===== config.mk =====
export PLATFORM = sky130hd
export DESIGN_NAME = fetch_unit
export DESIGN_NICKNAME = d
export VERILOG_FILES = /design/src/rtl/fetch_unit.sv
export SDC_FILE = /design/constraint.sdc
export NUM_CORES = 1
export LEC_CHECK = 0
export ABC_AREA = 1
export ABC_CLOCK_PERIOD_IN_PS = 10430
export CAP_MARGIN = 20
export CORE_MARGIN = 2
export CORE_UTILIZATION = 45
export CTS_BUF_LIST = sky130_fd_sc_hd__clkbuf_4 sky130_fd_sc_hd__clkbuf_8 sky130_fd_sc_hd__clkbuf_16
export CTS_CLUSTER_DIAMETER = 100
export DETAILED_ROUTE_END_ITERATION = 12
export PLACE_DENSITY = 0.66
export SLEW_MARGIN = 20
export SYNTH_ARGS = -nofsm -noshare
export SYNTH_HDL_FRONTEND = slang
export SYNTH_SLANG_ARGS = --single-unit

===== constraint.sdc =====
create_clock -name clk -period 10.43 [get_ports clk]
set_input_delay 2.6075 -clock clk [delete_from_list [all_inputs] [get_ports clk]]
set_output_delay 2.6075 -clock clk [all_outputs]
set_load 0.01 [all_outputs]

===== src/rtl/fetch_unit.sv =====
// fetch_unit: sequential instruction prefetch into an in-order {word, pc} queue, with redirect flush.
// Optional macro FETCH_ALIGN_CHECK_EN: a misaligned redirect raises a sticky fetch_fault and stalls fetch.
module fetch_unit #(
  parameter int unsigned DEPTH    = 4,
  parameter logic [31:0] RESET_PC = 32'h0
) (
  input  logic        clk,
  input  logic        reset,
  output logic        mem_req_valid,
  input  logic        mem_req_ready,
  output logic [31:0] mem_req_addr,
  input  logic        mem_resp_valid,
  input  logic [31:0] mem_resp_data,
  output logic        instr_valid,
  input  logic        instr_ready,
  output logic [31:0] instr,
  output logic [31:0] instr_pc,
  input  logic        redirect_valid,
  input  logic [31:0] redirect_pc,
  output logic        fetch_fault
);

  localparam int unsigned PW = $clog2(DEPTH);
  localparam int unsigned CW = PW + 1;

  logic [31:0]   fetch_pc;
  logic [31:0]   resp_pc;
  logic [31:0]   q_word [DEPTH];
  logic [31:0]   q_pc   [DEPTH];
  logic [PW-1:0] rd_ptr;
  logic [PW-1:0] wr_ptr;
  logic [CW-1:0] count;
  logic [CW-1:0] outstanding;
  logic [CW-1:0] drop;
  logic [CW-1:0] drop_after;
  logic [CW:0]   credit_used;
  logic [31:0]   redirect_target;
  logic          fault;
  logic          issue;
  logic          resp_ok;
  logic          push;
  logic          pop;

  // Queued plus in-flight words share one credit pool, so a response always has a free slot.
  assign credit_used   = {1'b0, outstanding} + {1'b0, count};
  assign resp_ok       = mem_resp_valid && (outstanding != '0);
  assign drop_after    = outstanding - CW'(resp_ok);

  assign mem_req_valid = !reset && !redirect_valid && !fault && (credit_used < (CW+1)'(DEPTH));
  assign mem_req_addr  = fetch_pc;
  assign issue         = mem_req_valid && mem_req_ready;

  assign instr_valid   = (count != '0) && !fault;
  assign instr         = instr_valid ? q_word[rd_ptr] : '0;
  assign instr_pc      = instr_valid ? q_pc[rd_ptr] : '0;

  assign push          = resp_ok && (drop == '0) && !redirect_valid;
  assign pop           = instr_valid && instr_ready && !redirect_valid;

  assign redirect_target = {redirect_pc[31:2], 2'b00};
  assign fetch_fault     = fault;

`ifdef FETCH_ALIGN_CHECK_EN
  always_ff @(posedge clk) begin
    if (reset) begin
      fault <= 1'b0;
    end else if (redirect_valid && (redirect_pc[1:0] != 2'b00)) begin
      fault <= 1'b1;
    end
  end
`else
  logic unused_align;
  assign unused_align = ^redirect_pc[1:0];
  assign fault        = 1'b0;
`endif

  always_ff @(posedge clk) begin
    if (reset) begin
      fetch_pc    <= RESET_PC;
      resp_pc     <= RESET_PC;
      rd_ptr      <= '0;
      wr_ptr      <= '0;
      count       <= '0;
      outstanding <= '0;
      drop        <= '0;
    end else begin
      // Responses keep retiring credits even across a redirect; only their words are discarded.
      outstanding <= outstanding + CW'(issue) - CW'(resp_ok);
      if (redirect_valid) begin
        fetch_pc <= redirect_target;
        resp_pc  <= redirect_target;
        rd_ptr   <= '0;
        wr_ptr   <= '0;
        count    <= '0;
        drop     <= drop_after;
      end else begin
        if (issue) fetch_pc <= fetch_pc + 32'd4;
        if (resp_ok && (drop != '0)) drop <= drop - CW'(1);
        if (push) begin
          resp_pc <= resp_pc + 32'd4;
          wr_ptr  <= wr_ptr + PW'(1);
        end
        if (pop) rd_ptr <= rd_ptr + PW'(1);
        if (push && !pop) begin
          count <= count + CW'(1);
        end else if (!push && pop) begin
          count <= count - CW'(1);
        end
      end
    end
  end

  always_ff @(posedge clk) begin
    if (push) begin
      q_word[wr_ptr] <= mem_resp_data;
      q_pc[wr_ptr]   <= resp_pc;
    end
  end

endmodule


## Word level (Yosys, flattened, before mapping)

Memories as Yosys holds them, arrays and structs flattened. A register that Yosys moved wholly into a read port is not among the register bits.
Cells that the tools add are included.
W data, S select, Z words.

- Order comparisons: 1
- Add/subtract/negate cells: 11
- Reduce and logical (&&, ||, !) cells: 24
- Multiplexer cells: 16

Operator list:

| operator | number |
|---|---|
| $mux W32 | 6 |
| $add A32 B3 Y32 const B | 2 |
| $mux W3 | 4 |
| $logic_and A1 B1 Y1 | 11 |
| $reduce_bool A3 Y1 | 3 |
| $mux W2 | 4 |
| $reduce_bool A2 Y1 | 4 |
| $sub A3 B1 Y3 | 2 |
| $sub A3 B1 Y3 const B | 2 |
| $add A2 B1 Y2 const B | 2 |
| $add A3 B3 Y4 | 1 |
| $logic_not A1 Y1 | 4 |
| $lt A4 B3 Y1 const B | 1 |
| $add A3 B1 Y3 | 1 |
| $add A3 B1 Y3 const B | 1 |
| $logic_not A3 Y1 | 1 |
| $mux W1 | 2 |
| $reduce_or A2 Y1 | 1 |

- Output and inout port bits: 99
- Bits in writable memories: 256
- Input port bits: 70
- Logic and storage cells: 63
- Memories kept: 2
- Register bits: 77

Memory list:

| memory | words | bits a word | rd ports | clocked after memory_dff | write ports | RTL line | RTL |
|---|---|---|---|---|---|---|---|
| q_pc | 4 | 32 | 1 | 1 | 1 | 29 | `logic [31:0] q_pc [DEPTH];` |
| q_word | 4 | 32 | 1 | 1 | 1 | 28 | `logic [31:0] q_word [DEPTH];` |

## Depth between registers and ports, before layout

- Depth after elaboration: 8
- Gate-level depth with buffers: 14

## Least setup slack after synthesis

No wires, ideal clock.

- Kind: in2reg
- From: in mem_resp_valid
- To: mem q_pc[0][10], enable pin
- Stages: 5
- Path slack: 4177 ps
- Library setup time: 482 ps
- Data arrival time: 5770 ps
- Data required time: 9948 ps
- Buffers on the path: 0
- Cell sequence: a21boi_2 > nand2_2 > nor2_4 > inv_1 > nor2_1

- Cells in the longest elaborated chain, start to end: 5

RTL lines:

| element | RTL line | RTL |
|---|---|---|
| start, declared | 12 | `input logic mem_resp_valid,` |
| $logic_and A1 B1 Y1 | 46 | `assign resp_ok = mem_resp_valid && (outstanding != '0);` |
| $logic_and A1 B1 Y1 (2 in series) | 57 | `assign push = resp_ok && (drop == '0) && !redirect_valid;` |
| $mux W1 | 114 | `if (push) begin` |
| $mux W1 (not written as such) | 116 | `q_pc[wr_ptr] <= resp_pc;` |
| end, declared | 29 |  |

No other way between the ends.

## Worst setup path after layout

- From: in redirect_valid
- To: out mem_req_valid

- Cells in the longest elaborated chain, start to end: 3

RTL lines:

| element | RTL line | RTL |
|---|---|---|
| start, declared | 18 | `input logic redirect_valid,` |
| $logic_not A1 Y1 | 49 | `assign mem_req_valid = !reset && !redirect_valid && !fault && (credit_used < (CW+1)'(DEPTH));` |
| $logic_and A1 B1 Y1 (2 in series) | 49 |  |
| end, declared | 9 | `output logic mem_req_valid,` |

No other way between the ends.

==> results_dict.tcl <==
set metrics [dict create \
    peak_supply_drop_v 0.000120 \
    endpoint_kind "output port" \
    synthDominantCellAreaShare_pct 51.6 \
    cell_chosen_for_the_clock_root "clkbuf_16" \
    detail_route.vias_per_cell 5.23 \
    mappedNetlistArea_sq_um 14400 \
    total_area_of_multi_input_combinational_cells_sq_um 4810 \
    die_footprint_sq_um 33500 \
    worstPathBufferInverterCount 3 \
    grt_util_all_layers_pct 20.9 \
    gp_congestion 0.917 \
    critPathLaunch "redirect_valid" \
    gr-max-usage-layer "met2" \
    cts-htree-levels 2 \
    period_needed_ns 6.93 \
    wire_length_per_cell_um 16.8 \
    fill_cells 2762 \
    timing.critical_path.max_delay_family "buffers and inverters" \
    hold_removal_path_class "flip-flop to flip-flop" \
    dp_hpwl_mm 21.2 \
    syn_avg_cell_area_sq_um 9.46 \
    total_power_mw 3.09 \
    fraction_of_final_layout_cells_sized_beyond_drive_strength_1_pct 5.91 \
    post_cts.resized_instances 0 \
    detail_route.wirelength_mm 35.2 \
    slew_headroom_pct 33.3 \
    power.switching_fraction_pct 24.8 \
    crit_required_ns 7.82 \
    finalHoldWorstSlack_ns 0.466 \
    number_of_buffers_inserted_to_repair_setup_after_cts 0 \
    synth-edff-count 248 \
    synth_sequential_area_ratio_pct 62.0 \
    cts-buffers-inserted 35 \
    top_library_cells_by_usage_in_the_layout_fill_and_taps_aside "nor2_1, edfxtp_1, nand2_1" \
    cellLeakagePower_nw 6.32 \
    worst_setup_hold_path_clk_slew_ns 0.06 \
    cap_violations 0 \
    detailedRoute.firstIterationViolations 844 \
    clock_skew_ns 0.00931 \
    pin_count 169 \
    reg_to_reg_slack_setup_ns 7.27 \
    first_drt_pass_iteration_count 5 \
    timing.rr.end "q_pc[1][29]$_DFFE_PP_" \
    groute.layer.met2.usage_pct 35.7 \
    initial_antenna_violation_count 0 \
    holdCritStartpoint "rd_ptr[1]$_SDFFE_PP0P_" \
    netSwitchingPower_uw 768 \
    place.detailed.instances 2032 \
    pwr_density_cell_nw_per_um2 177 \
    mostFrequentLayoutCell "nor2_1" \
    path_class "primary input to output port" \
    clk_path_buf_depth 3 \
    synth_cell_types 42 \
    p_int_mw 2.33 \
    report.final.slew_viol_count 0 \
    numnets_final 1754 \
    crit_fanout 35 \
    tritoncts "built" \
    fp.coreArea_sq_um 31600 \
    report.final.setup_viol 0 \
    seqCellArea_sq_um 8950 \
    achievable-frequency_ghz 0.144 \
    dominantRegCellSynth "edfxtp_1" \
    ant_nets 0 \
    rsz0062_at_grt "false" \
    timing.critical_path.slowest_cell_delay_ns 0.55 \
    power.clock.fraction_pct 39.0 \
    final-instance-count-excl-fill 2095 \
    diodes 0 \
    insertion_delay_ns 0.51 \
    post_dp_cell_area_sq_um 16400 \
    synth_warnings 0 \
    run_status "complete, no violations" \
    crit-reg2reg-launch "outstanding[1]$_SDFF_PP0_" \
    part_of_the_power_in_combinational_logic_pct 12.5 \
    global_route_wire_length_before_repair_mm 55.2 \
    syn_inst 1526 \
    drc_errors_left 0 \
    post-route-cell-area_sq_um 17500 \
    seq_power_share_pct 48.4 \
    synth-seq-cells 323 \
    largest_cells_by_area_after_synthesis "edfxtp_1, dfxtp_1, nor2_1" \
    critical_path_arrival_ns 4.32 \
    worst_margin_pin_slew_ns 1.00 \
    grt_max_degree 109 \
    floorplan.initialDensity_pct 45.8 \
    reg2reg_depth 7 \
    use_met3_pct 3.16 \
    cts_num_sinks 323 \
    asyncSetResetFlopFracSynth_pct 0 \
    placementRows 65 \
    layout-area-overhead-vs-synth_pct 21.2 \
    cpMaxStageDelayCell "clkdlybuf4s50_1" \
    timing.final.hold_violations 0 \
    vias_in_the_first_global_route 10500 \
    worst_path_most_repeated_cell "clkdlybuf4s50_1" \
    fin_tns_setup_ns 0 \
    cts_hold_repair.buffers 0 \
    final_min_period_over_clock_period_pct 66.5 \
    routed-via-count 11000 \
    critPathLaunchType "primary input" \
    placement.io_buffers 161 \
    yosysTopAreaCell "edfxtp_1" \
    grt-ovfl-total 0 \
    die_height_um 183 \
    worst_hold_path.num_cells 2 \
    critical_path.cell_chain "clkdlybuf4s50_1 -> buf_4 -> nor2_8 -> nand2_2 -> nor2_4 -> clkdlybuf4s50_1" \
    chip_width_um 183 \
    groute.layer.met1.usage_pct 27.9 \
]
-- sequential cells by signal, indices dropped and copies added (netlist names), 3 cells and up, named ones only --
| name | cells |
|---|---|
| q_word | 128 |
| drop | 3 |
| outstanding | 3 |
| mem_req_addr | 30 |
| q_pc | 120 |
| resp_pc | 30 |
| count | 3 |
-- stage by stage --
step | worst slack (ns) | utilization, %
after floorplan | 4.18 | -
after CTS | 3.48 | 55.4
after detailed placement | 3.48 | 51.8
final | 3.50 | 55.4
after global routing | 3.41 | 55.4
after global placement | 3.50 | 51.8
-- worst max path at each step --
stage	cells past startpoint	slack, ns	to
finish	6	3.50	mem_req_valid
global route	6	3.41	mem_req_valid
CTS	6	3.48	mem_req_valid
detailed placement	6	3.48	mem_req_valid
global placement	6	3.50	mem_req_valid
floorplan	5	4.18	q_pc[0][10]$_DFFE_PP_
-- power groups by stage --
stage | logic, mW | registers (mW) | clock network, mW
3_3_place_gp | 0.383 | 1.52 | 0
4_1_cts | 0.394 | 1.50 | 1.23
2_1_floorplan | 0.222 | 1.51 | 0
3_5_place_dp | 0.392 | 1.53 | 0
6_report | 0.388 | 1.50 | 1.21
5_1_grt | 0.436 | 1.51 | 1.29
-- final cells by class --
class | instances | area share [%]
Clock inverter | 18 | 0.944
Timing Repair Buffer | 172 | 9.66
Tap cell | 402 | 2.88
Clock buffer | 45 | 5.57
Multi-Input combinational cell | 1029 | 27.5
Inverter | 106 | 2.30
Sequential cell | 323 | 51.2
-- worst reg2reg max path, cell delays in order (launching register included) --
cell,delay [ns]
dfxtp_1,0.44
nor2_1,0.08
a21boi_2,0.23
nand2_2,0.17
nor2_4,0.53
inv_1,0.37
nor2_4,0.15
buf_4,0.75
-- Yosys cell counts (8+ instances only) --
cell,n
a21oi_1,121
nand3_1,56
buf_2,14
nor2_1,347
dfxtp_1,75
edfxtp_1,248
o21ai_0,157
buf_4,8
ha_1,15
nor2_2,8
clkbuf_1,44
inv_1,100
a31oi_1,9
xor2_1,22
nand4_1,9
nand2_1,244
-- logic make-up after synthesis --
group                      share of synthesized area, %
and+or+nand+nor                                    19.1
DFF                                                62.0
AOI/OAI and AO/OA                                  10.6
buffers and inverters                              5.09
xor gates and xnor gates                           1.52
adders and majority gates                          1.58
other                                            0.0260
muxes                                            0.0693
-- per-layer routing --
layer	vias to the layer above	share of wire [%]	routed length (um)
met3	48	6.2	2180
met1	5158	45	15800
met2	340	47	16600
met4	0	1.9	672
met5	-	0	0
li1	5406	-	-
No activity file was read; power rests on OpenSTA's default activity.
==> variant 1: new RTL, config.mk and constraints unchanged <==
The parameter `DEPTH` goes from 4 to 2.
--- a/src/rtl/fetch_unit.sv
+++ b/src/rtl/fetch_unit.sv
@@ -1,7 +1,7 @@
 // fetch_unit: sequential instruction prefetch into an in-order {word, pc} queue, with redirect flush.
 // Optional macro FETCH_ALIGN_CHECK_EN: a misaligned redirect raises a sticky fetch_fault and stalls fetch.
 module fetch_unit #(
-  parameter int unsigned DEPTH    = 4,
+  parameter int unsigned DEPTH    = 2,
   parameter logic [31:0] RESET_PC = 32'h0
 ) (
   input  logic        clk,
Function: changed (a bounded check fails within 4 cycles, from zero or initial values and one cycle with reset high).
==> variant 1 against the unedited design <==
- area after synthesis shrank 35%
- sequential cell count shrank 130
- combinational power shrank 32%
- die area shrank 34%
- design area shrank 33%
- power shrank 41%
- setup slack lost 37 ps
- wire length shrank 36%
- critical path depth is the same
- sequential power shrank 40%
- critical endpoint unchanged
- highest routed layer unchanged
==> variant 1: results (changes against the unedited design) <==
routed wl met2=10300 um (-38%); share of synthesized area occupied by flip-flops and latches=54.2% (-7.7 points); static leakage=0.00441 uW (-30%); post-synthesis xor/xnor area fraction=1.58% (+0.065 points); critical path data arrival time=4360 ps (+40 ps); run status=complete, no violations; Nets=1346 (-23%); count of mapped cells out of synthesis=1124 (-26%); pin count of the biggest net entering global routing=64 (-41%); Inserted Clock Buffers=17 (-51%); worst skew pair latency=430 ps (-80 ps); share of the cycle needed by the critical path after routing=66.8% (+0.36 points); synthesized-area fraction occupied by adder cells=1.14% (-0.43 points); complex-gate fraction of the synthesized area=10.0% (-0.60 points); sum of met3 wire segment lengths after detailed routing=1440 um (-34%); maximum VDD drop=0.0933 mV (-22%); DR vias/cell=4.92 (-5.8%); first-pass GRT wire length=35700 um (-35%); final worst clock skew=8.45 ps (-0.865 ps); Detail Placement HPWL=15400 um (-27%); via count of the first global-routing pass=6975 (-34%); grt met1 use=28.8% (+0.84 points); biggest regs=q_word x64, q_pc x60; post-route worst hold slack=466 ps (-0.310 ps); share of layout cells above drive strength 1=7.19% (+1.3 points); routability cong.=0.885 (-3.4%); aggregate global-route resource usage=20.6% (-0.23 points); Worst Tran Pin Value=912 ps (-89.5 ps); leading cell types by count after synthesis=nand2_1, edfxtp_1, a21oi_1; placed cell count=1519 (-25%); design area=11800 um^2 (-33%); via count=7632 (-30%); post-synth cell types=37 (-12%); share of synthesized area spent on multiplexers=0% (-0.069 points); slack of the worst reg-to-reg path=7620 ps (+350 ps); largest cells by area after synthesis=edfxtp_1, nand2_1, dfxtp_1; beginning of the worst hold path=wr_ptr; grt met3 use=3.62% (+0.46 points); crit path max fanout=37 (+5.7%); instance area after placement=11200 um^2 (-31%); switching share of power=26.5% (+1.7 points)
-- variant 1: changes by cell type after synthesis, sizes merged, moves of 8 or more --
cell    unedited run  this run
nand2            248       403
nor2             358        87
inv              104       119
buf               27        19
o21ai            157        41
edfxtp           248       124
xor2              22        14
ha                15         7
clkbuf            45        27
-- variant 1: final cells by class --
cell class	count	area [um^2]
flip-flops and latches	193	5110
clock inverters	13	153
well taps	270	338
inverters	119	448
multi-input cells	770	3670
clock buffers	18	433
fillers	1799	8570
repair buffers	167	1650
-- variant 1: worst max-delay path: stages --
cell and delay, ps:
clkdlybuf4s50_1 390, buf_4 260, nor2_4 380, nand3_1 120, inv_1 80, clkdlybuf4s50_1 520
-- variant 1: power groups by stage --
stage	registers, uW	clock network [uW]	logic (uW)
floorplan	911	0	155
global placement	917	0	263
detailed placement	918	0	266
CTS	902	657	267
global route	908	687	298
finish	902	649	265
-- variant 1: cell families after synthesis --
family	after synthesis
compound gates	180
xor+xnor	17
fa+ha+maj	8
buf+inv	165
flops	193
other cells	1
simple gates	560
==> variant 2: new RTL, config.mk and constraints unchanged <==
Without the edit above. Add a define of `FETCH_ALIGN_CHECK_EN`.
--- a/src/rtl/fetch_unit.sv
+++ b/src/rtl/fetch_unit.sv
@@ -1,5 +1,7 @@
 // fetch_unit: sequential instruction prefetch into an in-order {word, pc} queue, with redirect flush.
 // Optional macro FETCH_ALIGN_CHECK_EN: a misaligned redirect raises a sticky fetch_fault and stalls fetch.
+`define FETCH_ALIGN_CHECK_EN
+
 module fetch_unit #(
   parameter int unsigned DEPTH    = 4,
   parameter logic [31:0] RESET_PC = 32'h0
Check against the original RTL: not equivalent (Yosys sat finds a counterexample within 4 cycles, from zero or initial values and one cycle with reset high).
==> variant 2 against the unedited design <==
- die area up 1.0%
- power down 1.1%
- wire length up 2.2%
- design area up 1.0%
- setup slack worse by 130 ps
- clock skew up 9.9 ps
- sequential cell count up 1
- area after synthesis up 1.0%
- sequential share of layout area down 0.40 points
- largest power group unchanged
==> variant 2: results (changes against the unedited design) <==
via count of the first global-routing pass=10700 (+1.0%); synthesized-area fraction occupied by adder cells=1.56% (-0.016 points); Sinks on Clock Net=324 (+0.31%); post-synth cell types=35 (-17%); share of synthesized area occupied by flip-flops and latches=61.5% (-0.49 points); instance area after placement=16500 um^2 (+1.2%); first-pass GRT wire length=55700 um (+0.80%); Nets=1791 (+2.1%); leading cell types by count after synthesis=nor2_1, edfxtp_1, nand2_1; routability cong.=0.854 (-6.9%); sequential cell area=8970 um^2 (+0.22%); fraction of standard cell area that is sequential=50.8% (-0.40 points); share of synthesized area spent on multiplexers=0% (-0.069 points); layout multi-input combinational cell count=1063 (+3.3%); routed wirelength normalized by instance count=16.9 um (+0.41%); largest cells by area after synthesis=edfxtp_1, dfxtp_1, nor2_1; post-synthesis xor/xnor area fraction=1.20% (-0.32 points); static leakage=0.00635 uW (+0.49%); share of layout cells above drive strength 1=6.07% (+0.16 points); number of buffer cells added on primary ports=164 (+1.9%); Logic power comb=361 uW (-7.0%); final-layout non-clock buffer area share=9.81% (+0.16 points); layout clock buffer count=47 (+4.4%); drt initial violations=833 (-1.3%); run status=complete, no violations; post-layout instance count excluding filler cells=2132 (+1.8%); Inserted Clock Buffers=36 (+2.9%); final worst clock skew=19.2 ps (+9.88 ps); count of mapped cells out of synthesis=1559 (+2.2%); DR vias/cell=5.27 (+0.87%); clk tree area frac=6.36% (-0.16 points); crit path max fanout=39 (+11%); complex-gate fraction of the synthesized area=10.8% (+0.16 points); maximum VDD drop=0.0994 mV (-17%); clock network fraction of total power=39.1% (about the same); pre-CTS setup slack=3340 ps (-140 ps); cell internal pwr=2310 uW (-0.63%); fill cell instance count of the final layout=2739 (-0.83%); Detail Placement HPWL=21600 um (+2.1%); Worst slew margin=35.5% (+2.3 points); non-clock buffer instance count of the final layout=176 (+2.3%); inverters=103 (-2.8%); aggregate global-route resource usage=21.0% (+0.13 points); biggest regs=q_word x128, q_pc x120; post-route total power=3060 uW (-1.1%)
variant 2: cell types whose count changed after synthesis, sizes merged, moves of 4 or more:
cell,unedited run,this run
nand2,248,255
nand3,56,71
nor2,358,370
nand3b,4,11
nand4,9,4
nor3,4,0
o21ai,157,163
xor2,22,13
xnor2,3,7
a21oi,121,130
variant 2: path summary, 6_finish.rpt:
check                 startpoint            end  slack (ps)
hold reg to reg        rd_ptr[0]           flop         460
hold / removal         rd_ptr[0]           flop         460
setup / recovery  redirect_valid  mem_req_valid        3370
setup reg to reg         drop[0]  q_word[1][14]        7440
variant 2: critical path: stages:
cell	delay, ps
clkdlybuf4s50_1	390
buf_4	270
nor2_4	370
nand2_2	110
nor2_4	160
clkdlybuf4s50_1	550
variant 2: routing by layer:
layer	track usage [%]	part of all wire, %	vias up
met3	3.19	7.8	45
li1	-	-	5532
met2	34.9	47	406
met1	28.8	43	5259
met4	5.66	1.9	0
met5	0	0	-
